===== config.mk =====
export PLATFORM = sky130hd
export DESIGN_NAME = openofdm_tx_sig_gen
export DESIGN_NICKNAME = d
export VERILOG_FILES = /design/src/rtl/openofdm_tx_sig_gen_pkg.sv /design/src/rtl/openofdm_tx_crc8.sv /design/src/rtl/openofdm_tx_sig_gen.sv
export SDC_FILE = /design/constraint.sdc
export NUM_CORES = 1
export LEC_CHECK = 0
export CORE_MARGIN = 5
export CORE_UTILIZATION = 55
export CTS_BUF_LIST = sky130_fd_sc_hd__clkbuf_4 sky130_fd_sc_hd__clkbuf_8 sky130_fd_sc_hd__clkbuf_16
export DETAILED_ROUTE_END_ITERATION = 10
export DONT_BUFFER_PORTS = 1
export PLACE_DENSITY_LB_ADDON = 0.1
export SLEW_MARGIN = 20
export SYNTH_ARGS = -nofsm -noshare
export SYNTH_HDL_FRONTEND = slang
export SYNTH_SLANG_ARGS = --single-unit

===== constraint.sdc =====
create_clock -name clock -period 5.7 [get_ports clock]
set_input_delay 0.57 -clock clock [delete_from_list [all_inputs] [get_ports clock]]
set_output_delay 0.57 -clock clock [all_outputs]
set_load 0.005 [all_outputs]

===== src/rtl/openofdm_tx_sig_gen_pkg.sv =====
// Shared types and constants for the transmit PHY header generator.
// Also holds the helpers that assemble the L-SIG, HT-SIG1 and HT-SIG2 words.
package openofdm_tx_sig_gen_pkg;

    typedef enum logic [2:0] {
        S_IDLE,
        S_L_SIG,
        S_HT_SIG1,
        S_HT_SIG2,
        S_FINISH
    } state_t;

    localparam logic [1:0] FIELD_LSIG   = 2'd0;
    localparam logic [1:0] FIELD_HTSIG1 = 2'd1;
    localparam logic [1:0] FIELD_HTSIG2 = 2'd2;

    localparam logic [3:0] LSIG_RATE_6M = 4'b1101;
    localparam logic [7:0] CRC_POLY     = 8'h07;
    localparam logic [7:0] CRC_INIT     = 8'hFF;
    localparam int         FIELD_LEN    = 24;

    // Word bit 0 is transmitted first; rate is {R1,R2,R3,R4} with R1 leading.
    function automatic logic [FIELD_LEN-1:0] build_lsig(input logic [3:0] rate,
                                                       input logic [11:0] len);
        logic [FIELD_LEN-1:0] w;
        w       = '0;
        w[0]    = rate[3];
        w[1]    = rate[2];
        w[2]    = rate[1];
        w[3]    = rate[0];
        w[16:5] = len;
        w[17]   = ^w[16:0];
        return w;
    endfunction

    function automatic logic [FIELD_LEN-1:0] build_htsig1(input logic [6:0]  mcs,
                                                         input logic [15:0] ht_len);
        return {ht_len, 1'b0, mcs};
    endfunction

    // CRC slots [17:10] stay zero here; the top substitutes the live CRC.
    function automatic logic [FIELD_LEN-1:0] build_htsig2(input logic smoothing,
                                                         input logic not_sounding,
                                                         input logic aggr,
                                                         input logic sgi);
        logic [FIELD_LEN-1:0] w;
        w    = '0;
        w[0] = smoothing;
        w[1] = not_sounding;
        w[2] = 1'b1;
        w[3] = aggr;
        w[7] = sgi;
        return w;
    endfunction

endpackage


===== src/rtl/openofdm_tx_crc8.sv =====
// Bit-serial CRC-8 (x^8+x^2+x+1) for the HT-SIG fields.
module openofdm_tx_crc8
    import openofdm_tx_sig_gen_pkg::*;
(
    input  logic       clock,
    input  logic       reset,
    input  logic       init,
    input  logic       enable,
    input  logic       data_in,
    output logic [7:0] crc
);

    // NOTE: sequential state uses non-blocking assignments only, so every
    // register samples the pre-edge values of its neighbours.
    always_ff @(posedge clock or posedge reset) begin
        if (reset) begin
            crc <= CRC_INIT;
        end else if (init) begin
            crc <= CRC_INIT;
        end else if (enable) begin
            crc <= {crc[6:0], 1'b0} ^ ({8{data_in ^ crc[7]}} & CRC_POLY);
        end
    end

endmodule


===== src/rtl/openofdm_tx_sig_gen.sv =====
// Builds L-SIG and optional HT-SIG1/HT-SIG2 and streams them one bit per
// valid/ready handshake, tagging each bit with its field.
module openofdm_tx_sig_gen
    import openofdm_tx_sig_gen_pkg::*;
(
    input  logic        clock,
    input  logic        reset,
    input  logic        start,
    input  logic [7:0]  pkt_rate,
    input  logic [15:0] pkt_len,
    input  logic [11:0] ht_l_len,
    input  logic        ht_aggr,
    input  logic        ht_sgi,
    input  logic        ht_smoothing,
    input  logic        ht_not_sounding,
    output logic        bit_out,
    output logic        bit_out_valid,
    input  logic        bit_out_ready,
    output logic [1:0]  field_id,
    output logic        busy,
    output logic        done,
    output logic        err
);

    state_t               state;
    logic [FIELD_LEN-1:0] shreg;
    logic [4:0]           bit_idx;
    logic                 is_ht;
    logic [6:0]           mcs;
    logic [15:0]          ht_len;
    logic                 aggr, sgi, smoothing, not_sounding;
    logic [7:0]           crc;
    logic                 fire, last_bit, crc_slot, crc_init, crc_en, params_ok;
    logic [2:0]           crc_sel;

    assign fire      = bit_out_valid & bit_out_ready;
    assign last_bit  = (bit_idx == 5'(FIELD_LEN - 1));
    assign params_ok = pkt_rate[7] ? (pkt_rate[6:0] <= 7'd7)
                                   : (pkt_rate[0] && (pkt_len[11:0] != 12'd0));

    // HT-SIG2 bits 10..17 carry the inverted CRC, c7 first; the CRC is final
    // once bit 9 has been accepted, exactly when bit 10 appears.
    assign crc_slot = (state == S_HT_SIG2) && (bit_idx >= 5'd10) && (bit_idx <= 5'd17);
    assign crc_sel  = 3'(5'd17 - bit_idx);
    assign bit_out  = crc_slot ? ~crc[crc_sel] : shreg[0];

    assign crc_init = fire && last_bit && (state == S_L_SIG) && is_ht;
    assign crc_en   = fire && ((state == S_HT_SIG1) ||
                               ((state == S_HT_SIG2) && (bit_idx < 5'd10)));

    openofdm_tx_crc8 u_crc (
        .clock   (clock),
        .reset   (reset),
        .init    (crc_init),
        .enable  (crc_en),
        .data_in (bit_out),
        .crc     (crc)
    );

    // NOTE: every register, including the latched packet parameters, is
    // cleared by reset so no output depends on pre-reset history.
    always_ff @(posedge clock or posedge reset) begin
        if (reset) begin
            state         <= S_IDLE;
            shreg         <= '0;
            bit_idx       <= '0;
            is_ht         <= 1'b0;
            mcs           <= '0;
            ht_len        <= '0;
            aggr          <= 1'b0;
            sgi           <= 1'b0;
            smoothing     <= 1'b0;
            not_sounding  <= 1'b0;
            bit_out_valid <= 1'b0;
            field_id      <= FIELD_LSIG;
            busy          <= 1'b0;
            done          <= 1'b0;
            err           <= 1'b0;
        end else begin
            done <= 1'b0;
            err  <= 1'b0;
            case (state)
                S_IDLE: begin
                    if (start) begin
                        if (params_ok) begin
                            is_ht         <= pkt_rate[7];
                            mcs           <= pkt_rate[6:0];
                            ht_len        <= pkt_len;
                            aggr          <= ht_aggr;
                            sgi           <= ht_sgi;
                            smoothing     <= ht_smoothing;
                            not_sounding  <= ht_not_sounding;
                            shreg         <= pkt_rate[7] ? build_lsig(LSIG_RATE_6M, ht_l_len)
                                                         : build_lsig(pkt_rate[3:0], pkt_len[11:0]);
                            bit_idx       <= '0;
                            bit_out_valid <= 1'b1;
                            busy          <= 1'b1;
                            field_id      <= FIELD_LSIG;
                            state         <= S_L_SIG;
                        end else begin
                            err <= 1'b1;
                        end
                    end
                end
                S_L_SIG, S_HT_SIG1, S_HT_SIG2: begin
                    if (fire) begin
                        if (!last_bit) begin
                            shreg   <= shreg >> 1;
                            bit_idx <= bit_idx + 5'd1;
                        end else begin
                            bit_idx <= '0;
                            if ((state == S_L_SIG) && is_ht) begin
                                shreg    <= build_htsig1(mcs, ht_len);
                                field_id <= FIELD_HTSIG1;
                                state    <= S_HT_SIG1;
                            end else if (state == S_HT_SIG1) begin
                                shreg    <= build_htsig2(smoothing, not_sounding, aggr, sgi);
                                field_id <= FIELD_HTSIG2;
                                state    <= S_HT_SIG2;
                            end else begin
                                shreg         <= '0;
                                bit_out_valid <= 1'b0;
                                busy          <= 1'b0;
                                done          <= 1'b1;
                                field_id      <= FIELD_LSIG;
                                state         <= S_FINISH;
                            end
                        end
                    end
                end
                S_FINISH: state <= S_IDLE;
                default:  state <= S_IDLE;
            endcase
        end
    end

endmodule


==> results of run 1 <==
## metrics by stage
step	setup WS [ns]	std cells	hold slack, ns
floorplan	3.290	378	0.4502
global placement	2.494	457	0.4671
detailed placement	2.381	457	0.4793
CTS	2.370	473	0.3601
global route	2.273	473	0.3474
finish	2.628	473	0.3758
## worst max-delay path by stage
stage | startpoint | end | depth (start not counted)
finish | bit_idx[0] | field_id[0] | 6
global route | bit_idx[0] | u_crc.crc[0] | 7
CTS | bit_idx[0] | u_crc.crc[0] | 7
detailed placement | bit_idx[0] | u_crc.crc[0] | 7
global placement | bit_idx[0] | u_crc.crc[0] | 7
floorplan | reset | aggr | 1
## cells in the final DEF (no fill, tap or decap), types with 2 or more instances in the layout
cell        netlist  routed
nand2b_1          6       6
inv_1            12      11
dfstp_2           8       8
dfrtp_1          65      65
mux4_2            2       2
a211o_1           2       2
a221oi_1         11      11
xnor2_1          23      23
ha_1              7       7
clkinvlp_4        0       3
mux2i_1          14      14
nor2_1           44      44
o21ai_0          15      15
buf_4             7       4
a211oi_1          5       5
clkbuf_8          0      11
nor3b_1           2       2
a32o_1            2       2
o311ai_0          3       3
nor4_1            3       3
nor3_1            3       3
xor2_1            2       2
nor2b_1           3       2
o211ai_1          4       4
a22oi_1          11      11
nand2_1          22      22
xnor3_1           2       2
a21oi_1          24      24
mux2_2           29      29
nand3_1           4       4
nand4b_1          2       2
inv_2             2       3
a22o_1            2       2
a31oi_1           3       3
## power by group through the flow
stage	logic (mW)	registers, mW	clock network (mW)
finish	0.739	0.893	0.379
detailed placement	0.740	0.905	0
CTS	0.744	0.896	0.389
global route	0.843	0.924	0.409
global placement	0.726	0.901	0
floorplan	0.658	0.849	0
## final cells by class
class                   count  area share
flip-flops and latches     73      0.4363
clock buffers              12     0.03774
multi-input cells         267      0.4704
inverters                  14     0.01248
well taps                  99     0.02942
clock inverters             4    0.006538
repair buffers              4    0.007132
## registers in the layout (all words and copies together) (netlist names)
signal / count
shreg: 24
ht_len: 16
u_crc.crc: 8
mcs: 7
bit_idx: 5
state: 3
field_id: 2
aggr: 1
busy: 1
done: 1
err: 1
is_ht: 1
not_sounding: 1
sgi: 1
smoothing: 1
## routing by layer
layer	GRT usage	share of wire
met1	0.2744	0.46
met2	0.3015	0.48
met3	0.05919	0.042
met4	0.05769	0.012
met5	0	0
## logic make-up after synthesis
family | after synthesis | synth area share
AO/OA/AOI/OAI | 90 | 0.1564
XOR/XNOR | 27 | 0.06614
adder cells (fa/ha/maj) | 7 | 0.02194
buffers and inverters | 38 | 0.04545
flip-flops | 73 | 0.4602
multiplexers | 46 | 0.1317
AND/OR/NAND/NOR | 97 | 0.1182
==> results.py, run 1 <==
metrics = {
    "sta": {
        "clock-skew-final_ns": 0.007088,
        "slew_violations": 0,
        "tightest_slew_ns": 0.9138,
        "fin_crit_ns": 3.072,
        "setup_viol": 0,
        "setup_tns_ns": 0,
        "fmax_mhz": 325.5,
        "slew_headroom": 0.3908,
        "hold_viol": 0,
        "fin_crit_sh": 0.5390,
        "rsz0062_at_grt": "false",
    },
    "die": {
        "die_x_um": 95.19,
        "pin_count": 51,
        "core_area_um2": 7176,
        "start_util": 0.5562,
        "die-area_um2": 9060,
        "die_h_um": 95.19,
        "row_count": 31,
    },
    "power_and_ir_drop": {
        "pwr-share-clk": 0.189,
        "p_per_area_nw_per_um2": 477.8,
        "p_int_mw": 1.290,
        "finalPower_mw": 2.012,
        "ir_drop_mv": 0.1975,
        "p_leak_nw": 1.714,
        "p_sw_frac": 0.3586,
        "p_seq_frac": 0.444,
        "p_comb_frac": 0.367,
        "p_sw_uw": 721.3,
    },
    "grt": {
        "grt_first_pass_wirelength_um": 13980,
        "grt_pass1_vias": 2826,
        "antenna_found_initial": 0,
        "grt_max_degree": 74,
        "grt.total_usage": 0.1982,
        "grt-ovfl-total": 0,
    },
    "place": {
        "place_hpwl_um": 5658,
        "gp_congestion": 0.8118,
        "io_buffers": 0,
        "placed_cell_area_um2": 4019,
    },
    "run_status": {
        "status": "completed",
    },
    "clock_network": {
        "clkLatencyLatePin_ns": 0.34,
        "clk_pin_slew_ns": 0.08,
        "cts_setup_buffers": 0,
        "cts_buffers": 9,
        "hold_buffers": 0,
        "cts-resized-gates": 0,
        "cts.sinks": 73,
        "cts_root_buffer": "clkbuf_8",
        "htreeDepth": 3,
        "tritoncts": "done",
        "cts_buffer_depth": 2,
    },
    "yosys": {
        "synth_fp_nets": 429,
        "synth_top_area_cell": "dfrtp_1",
        "async_flop_share": 1.000,
        "netlist_top_cells_count": "dfrtp_1 (65), nor2_1 (44), mux2_2 (29), a21oi_1 (24), xnor2_1 (23)",
        "syn_area_per_cell_um2": 10.56,
        "yosysSeqAreaShare": 0.4602,
        "ys_types": 52,
        "syn_inst": 378,
        "synth_edf_count": 0,
        "synthesis.area_um2": 3991,
        "synth_most_common_cell": "dfrtp_1",
        "ys_warn_count": 0,
        "ys.flop_type": "dfrtp_1",
        "synth_top_area_frac": 0.4075,
        "ys_ff_latch": 73,
        "synth_area_leaders": "dfrtp_1 (41%), mux2_2 (8.2%), dfstp_2 (5.3%)",
    },
    "worst_setup_path": {
        "critPathArrivalTime_ns": 3.30,
        "critPathBufInv": 0,
        "required_ns": 5.93,
        "max_stage_delay_ns": 0.70,
        "end_kind": "register",
        "cp_max_fo": 25,
        "worstSetupStartpointType": "register",
        "path_class": "register to register",
        "crit_path_top_delay_cell": "and2_1",
        "rr_worst_depth": 6,
        "r2r_end": "field_id[0]",
        "r2r_start": "bit_idx[0]",
        "r2r_slack_ns": 2.63,
        "crit_family": "simple AND/OR/NAND/NOR gates",
        "crit_chain": "ha_1, nand4b_1, and2_1, or3_1, a21oi_1, mux2_2",
    },
    "min_path": {
        "hp-class": "input pin to async pin",
    },
    "routing": {
        "drtIter0Drc": 148,
        "post-route-drc-count": 0,
        "via_per_inst": 5.850,
        "dr.pass1.iters": 4,
        "wl_per_cell_um": 17.13,
        "wirelength_um": 8104,
        "vias": 2767,
        "antenna_left": 0,
    },
    "cells_and_area": {
        "multi_input_area_um2": 1981,
        "drive_above_1_share": 0.1898,
        "diodes": 0,
        "n_fill_cell": 637,
        "post-route-cell-area_um2": 4210,
        "regArea_um2": 1837,
        "final_nets": 420,
        "area_growth_pct": 5.486,
        "final_util": 0.5867,
    },
    "flow_run": {
        "cap_violations": 0,
    },
}
No activity file was read; power rests on OpenSTA's default activity.
==> inputs of run 2 (changes only) <==
==> constraint.sdc (replaced) <==
create_clock -name clock -period 2.8 [get_ports clock]
set_input_delay 0.28 -clock clock [delete_from_list [all_inputs] [get_ports clock]]
set_output_delay 0.28 -clock clock [all_outputs]
set_load 0.005 [all_outputs]
==> run 2 against run 1 <==
Compared with the run above:
- highest routed layer unchanged
- setup slack got worse by 2.3 ns
- design area increased by 1.1%
- sequential power increased by 100%
- the run now ends with negative hold slack left
- non-clock buffer count increased by 7
- critical path depth unchanged
- combinational power increased by 110%
- hold slack got worse by 0.38 ns
- sequential cell count unchanged
- critical path type is now register to output port
- clock power increased by 94%
- die area unchanged
==> results.py, run 2 (synthesized netlist as in run 1, its figures left out) <==
metrics = {
    "sta": {
        "fin_ws_ns": 0.3677,
        "rsz0062_at_grt": "false",
        "fin_crit_sh": 0.8687,
        "hold_viol": 3,
        "hold_ws_ns": -0.006005,
        "clock-skew-final_ns": 0.007961,
        "fin_crit_ns": 2.432,
        "slew_headroom": 0.4025,
        "setup_tns_ns": 0,
        "fmax_mhz": 411.1,
        "setup_viol": 0,
        "slew_violations": 0,
        "tightest_slew_ns": 0.8949,
    },
    "cells_and_area": {
        "largest_register_ff_count": 24,
        "final_cell_mix": "dfrtp_1 (65), nor2_1 (44), mux2_2 (29)",
        "drive_above_1_share": 0.2047,
        "area_growth_pct": 6.614,
        "final_util": 0.5930,
        "final_nets": 427,
        "max_flop_register": "shreg",
        "final_common_cell": "dfrtp_1",
        "biggestRegsByFlops": "shreg x24, ht_len x16, u_crc.crc x8",
        "diodes": 0,
    },
    "die": {
        "row_count": 31,
        "pin_count": 51,
        "die_x_um": 95.19,
        "core_area_um2": 7176,
        "die_h_um": 95.19,
        "die-area_um2": 9060,
        "start_util": 0.5562,
    },
    "routing": {
        "drtIter0Drc": 85,
        "post-route-drc-count": 0,
        "wirelength_um": 8381,
        "via_per_inst": 5.850,
        "vias": 2808,
        "dr.pass1.iters": 5,
        "antenna_left": 0,
        "wl_per_cell_um": 17.46,
    },
    "clock_network": {
        "cts_root_buffer": "clkbuf_8",
        "clk_pin_slew_ns": 0.08,
        "cts-resized-gates": 0,
        "hold_buffers": 0,
        "cts_buffer_depth": 2,
        "clkLatencyLatePin_ns": 0.35,
        "cts_buffers": 9,
        "htreeDepth": 3,
        "cts_setup_buffers": 0,
        "cts.sinks": 73,
        "tritoncts": "done",
    },
    "grt": {
        "grt_max_degree": 42,
        "grt_first_pass_wirelength_um": 14410,
        "grt_pass1_vias": 2822,
        "grt.total_usage": 0.2071,
        "grt-ovfl-total": 0,
        "antenna_found_initial": 0,
    },
    "power_and_ir_drop": {
        "p_per_area_nw_per_um2": 967.2,
        "p_sw_mw": 1.510,
        "p_leak_nw": 1.749,
        "p_sw_frac": 0.3669,
        "p_comb_frac": 0.382,
        "p_int_mw": 2.606,
        "pwr-share-clk": 0.178,
        "ir_drop_mv": 0.4475,
        "p_seq_frac": 0.439,
    },
    "min_path": {
        "hp-class": "input pin to async pin",
    },
    "run_status": {
        "status": "complete, but fails checks",
        "violations": "negative hold slack",
    },
    "place": {
        "io_buffers": 0,
        "dp_worst_setup_slack_ns": 0.4896,
        "gp_congestion": 0.7668,
        "place_hpwl_um": 5871,
    },
    "worst_setup_path": {
        "worstSetupStartpointType": "register",
        "critPathArrivalTime_ns": 2.15,
        "required_ns": 2.52,
        "cp_max_fo": 6,
        "path_class": "register to output port",
        "rr_worst_depth": 7,
        "end_kind": "output port",
    },
    "flow_run": {
        "cap_violations": 0,
    },
}
## run 2: cell count changes in the layout (fill, tap and decap cells not counted), sizes merged
cell,before,now
buf,4,11
clkbuf,12,9
clkinv,1,5
clkinvlp,3,2
## run 2: worst paths after layout
path / start / end / slack [ns]
setup / recovery: bit_idx[2] / bit_out / 0.37
hold / removal: reset / ht_len[10] / -0.006
setup reg to reg: busy / bit_idx[2] / 0.51
hold reg to reg: mcs[3] / mcs[3] / 0.49
max in group asynchronous: reset / shreg[1] / 2.13
min in group clock: pkt_len[15] / ht_len[15] / 0.07
## run 2: worst max-delay path, cell delays in order (launching register included)
cell	delay (ns)
dfrtp_1	0.44
inv_1	0.11
ha_1	0.33
mux4_2	0.50
mux2i_1	0.18
mux2i_2	0.15
inv_1	0.10
## run 2: cell type report
class                   instances  area, um^2
fillers                       622        2920
clock inverters                 7       47.55
multi-input cells             267        1976
inverters                      14       52.55
repair buffers                 11       95.09
well taps                      99       123.9
clock buffers                   9       123.9
flip-flops and latches         73        1837
## run 2: routing by layer
metal,global-route usage,share of wire
met3,0.04972,0.048
met4,0.07933,0.019
met1,0.2889,0.47
met2,0.3125,0.46
met5,0,0
## run 2: power groups by stage
stage	registers [mW]	logic (mW)	clock network [mW]
after floorplan	1.73	1.34	0
after global placement	1.81	1.54	0
after detailed placement	1.82	1.58	0
after CTS	1.81	1.58	0.751
after global routing	1.87	1.77	0.797
final	1.81	1.57	0.734
## run 2: stage by stage
step,power (mW),instances,cell area (um^2),hold slack [ns]
after global placement,3.352,464,4084,0.3957
after detailed placement,3.400,464,4084,0.4019
after CTS,4.138,480,4255,0.02243
final,4.116,480,4255,-0.006005
after floorplan,3.067,378,3991,0.4304
after global routing,4.441,480,4255,0.05151
==> inputs of run 3 (changes only) <==
==> constraint.sdc (replaced) <==
create_clock -name clock -period 2.55 [get_ports clock]
set_input_delay 0.255 -clock clock [delete_from_list [all_inputs] [get_ports clock]]
set_output_delay 0.255 -clock clock [all_outputs]
set_load 0.005 [all_outputs]
==> run 3 against run 2 <==
Compared with the run above:
- the flow now finishes without violations
- largest power group unchanged
- cell count decreased by 0.21%
- clock skew grew 0.0024 ns
- first-iteration DRC count rose by 74%
- global-route usage is 0.13 points lower
- critical endpoint unchanged
==> results.py, run 3 (synthesized netlist as in run 1, its figures left out) <==
metrics = {
    "run_status": {
        "status": "completed",
    },
    "routing": {
        "drtIter0Drc": 148,
        "wl_per_cell_um": 17.61,
        "wirelength_um": 8433,
        "via_per_inst": 5.971,
        "antenna_left": 0,
        "post-route-drc-count": 0,
        "dr.pass1.iters": 4,
        "vias": 2860,
    },
    "clock_network": {
        "cts_buffers": 9,
        "cts_root_buffer": "clkbuf_8",
        "tritoncts": "done",
        "cts_buffer_depth": 2,
        "clk_pin_slew_ns": 0.08,
        "clkLatencyLatePin_ns": 0.35,
        "cts.sinks": 73,
        "htreeDepth": 3,
    },
    "cells_and_area": {
        "final_cell_mix": "dfrtp_1 (65), nor2_1 (44), mux2_2 (29)",
        "multi_input_area_um2": 1976,
        "max_flop_register": "shreg",
        "drive_above_1_share": 0.2000,
        "diodes": 0,
        "biggestRegsByFlops": "shreg x24, ht_len x16, u_crc.crc x8",
        "final_common_cell": "dfrtp_1",
        "area_growth_pct": 9.122,
        "finalNonFillerCells": 479,
        "n_fill_cell": 612,
        "final_nets": 426,
        "regArea_um2": 1837,
        "largest_register_ff_count": 24,
    },
    "worst_setup_path": {
        "crit_chain": "inv_1, ha_1, mux4_2, mux2i_1, mux2i_2, inv_1",
        "crit_path_top_delay_cell": "mux4_2",
        "cp_max_fo": 6,
        "path_class": "register to output port",
        "required_ns": 2.30,
        "max_stage_delay_ns": 0.49,
        "r2r_start": "state[1]",
        "startpoint": "bit_idx[2]",
        "cpMostUsedCell": "inv_1",
        "worstSetupStartpointType": "register",
        "critPathArrivalTime_ns": 2.13,
        "end_kind": "output port",
    },
    "min_path": {
        "min_from": "ht_not_sounding",
        "hp-class": "input pin to register",
    },
    "sta": {
        "rsz0062_at_grt": "false",
        "slew_headroom": 0.5286,
        "tightest_slew_ns": 0.7029,
        "fin_crit_ns": 2.381,
        "clock-skew-final_ns": 0.01036,
        "fmax_mhz": 420.1,
        "fin_crit_sh": 0.9336,
        "setup_viol": 0,
        "setup_tns_ns": 0,
        "slew_violations": 0,
        "hold_viol": 0,
    },
    "grt": {
        "gr-max-usage-layer": "met2",
        "use_met2": 0.3090,
        "grt.total_usage": 0.2059,
        "grt_use_met3": 0.04262,
        "grt-ovfl-total": 0,
        "grt_use_met1": 0.2904,
        "antenna_found_initial": 0,
        "grt_first_pass_wirelength_um": 14430,
        "grt_pass1_vias": 2835,
        "grt_max_degree": 52,
    },
    "die": {
        "die-area_um2": 9060,
        "die_h_um": 95.19,
        "die_x_um": 95.19,
        "row_count": 31,
        "core_area_um2": 7176,
        "start_util": 0.5562,
        "pin_count": 51,
    },
    "power_and_ir_drop": {
        "ir_drop_mv": 0.5134,
        "p_leak_nw": 1.788,
        "p_per_area_nw_per_um2": 1112,
    },
    "place": {
        "place_inst": 461,
        "io_buffers": 0,
        "place_hpwl_um": 5824,
        "gp_congestion": 0.8437,
    },
    "flow_run": {
        "cap_violations": 0,
    },
}
run 3: changes by cell type in the layout (fill, tap and decap cells not counted):
cell           before  now
buf_12              1    3
buf_4              10    6
bufinv_16           0    3
clkbuf_8            9   10
clkinv_2            3    0
clkinv_4            2    0
dlygate4sd3_1       0    1
inv_6               0    1
run 3: stage by stage:
stage,instance area [um^2],worst slack [ns],total power [mW],hold WS (ns),util
after global placement,4086,0.3267,3.670,0.2219,0.5695
after CTS,4348,0.1309,4.872,0.03827,0.6059
after floorplan,3991,0.4262,3.368,0.4054,-
final,4355,0.1694,4.841,0.05016,0.6070
after detailed placement,4086,0.2712,3.723,0.2277,0.5695
after global routing,4355,0.05629,5.218,0.02694,0.6070
run 3: worst paths after layout:
| path | end | slack, ns | cells past startpoint |
|---|---|---|---|
| worst max-delay path | bit_out | 0.17 | 6 |
| max in group asynchronous | shreg[11] | 1.48 | 3 |
| min in group asynchronous | ht_len[9] | 0.42 | 2 |
| worst min register to register | mcs[3] | 0.49 | 2 |
| worst min-delay path | not_sounding | 0.05 | 1 |
| worst max register to register | shreg[0] | 0.28 | 7 |
run 3: final cells by class:
class	instances	area share
repair buffers	10	0.02643
clock inverters	6	0.02614
flip-flops and latches	73	0.4217
clock buffers	10	0.03160
well taps	99	0.02844
multi-input cells	267	0.4536
inverters	14	0.01207
run 3: timing repair:
| item | in CTS | in global routing |
|---|---|---|
| endpoints found under the hold margin | 17 | 0 |
| endpoints found under the setup margin | 0 | 1 |
| buffers inserted | 0 | 1 |
| gates resized for setup | 0 | 0 |
| hold buffers | 1 | 0 |
run 3: power breakdown:
group          internal [mW]  total, mW  switching [mW]  leakage (nW)
combinational          0.858       1.70           0.845         0.807
clock                  0.680       1.14           0.457         0.119
sequential              1.65       2.00           0.347         0.861
run 3: critical path: cells and delay by family (launching register included):
kind                       cells  cell delay (ns)
adders and majority gates      1             0.33
buffers and inverters          2             0.20
DFF                            1             0.43
muxes                          3             0.82
run 3: metal layers:
layer	vias up	part of all wire
li1	1349	-
met1	1430	0.46
met4	0	0.014
met5	-	0
met2	69	0.47
met3	12	0.059
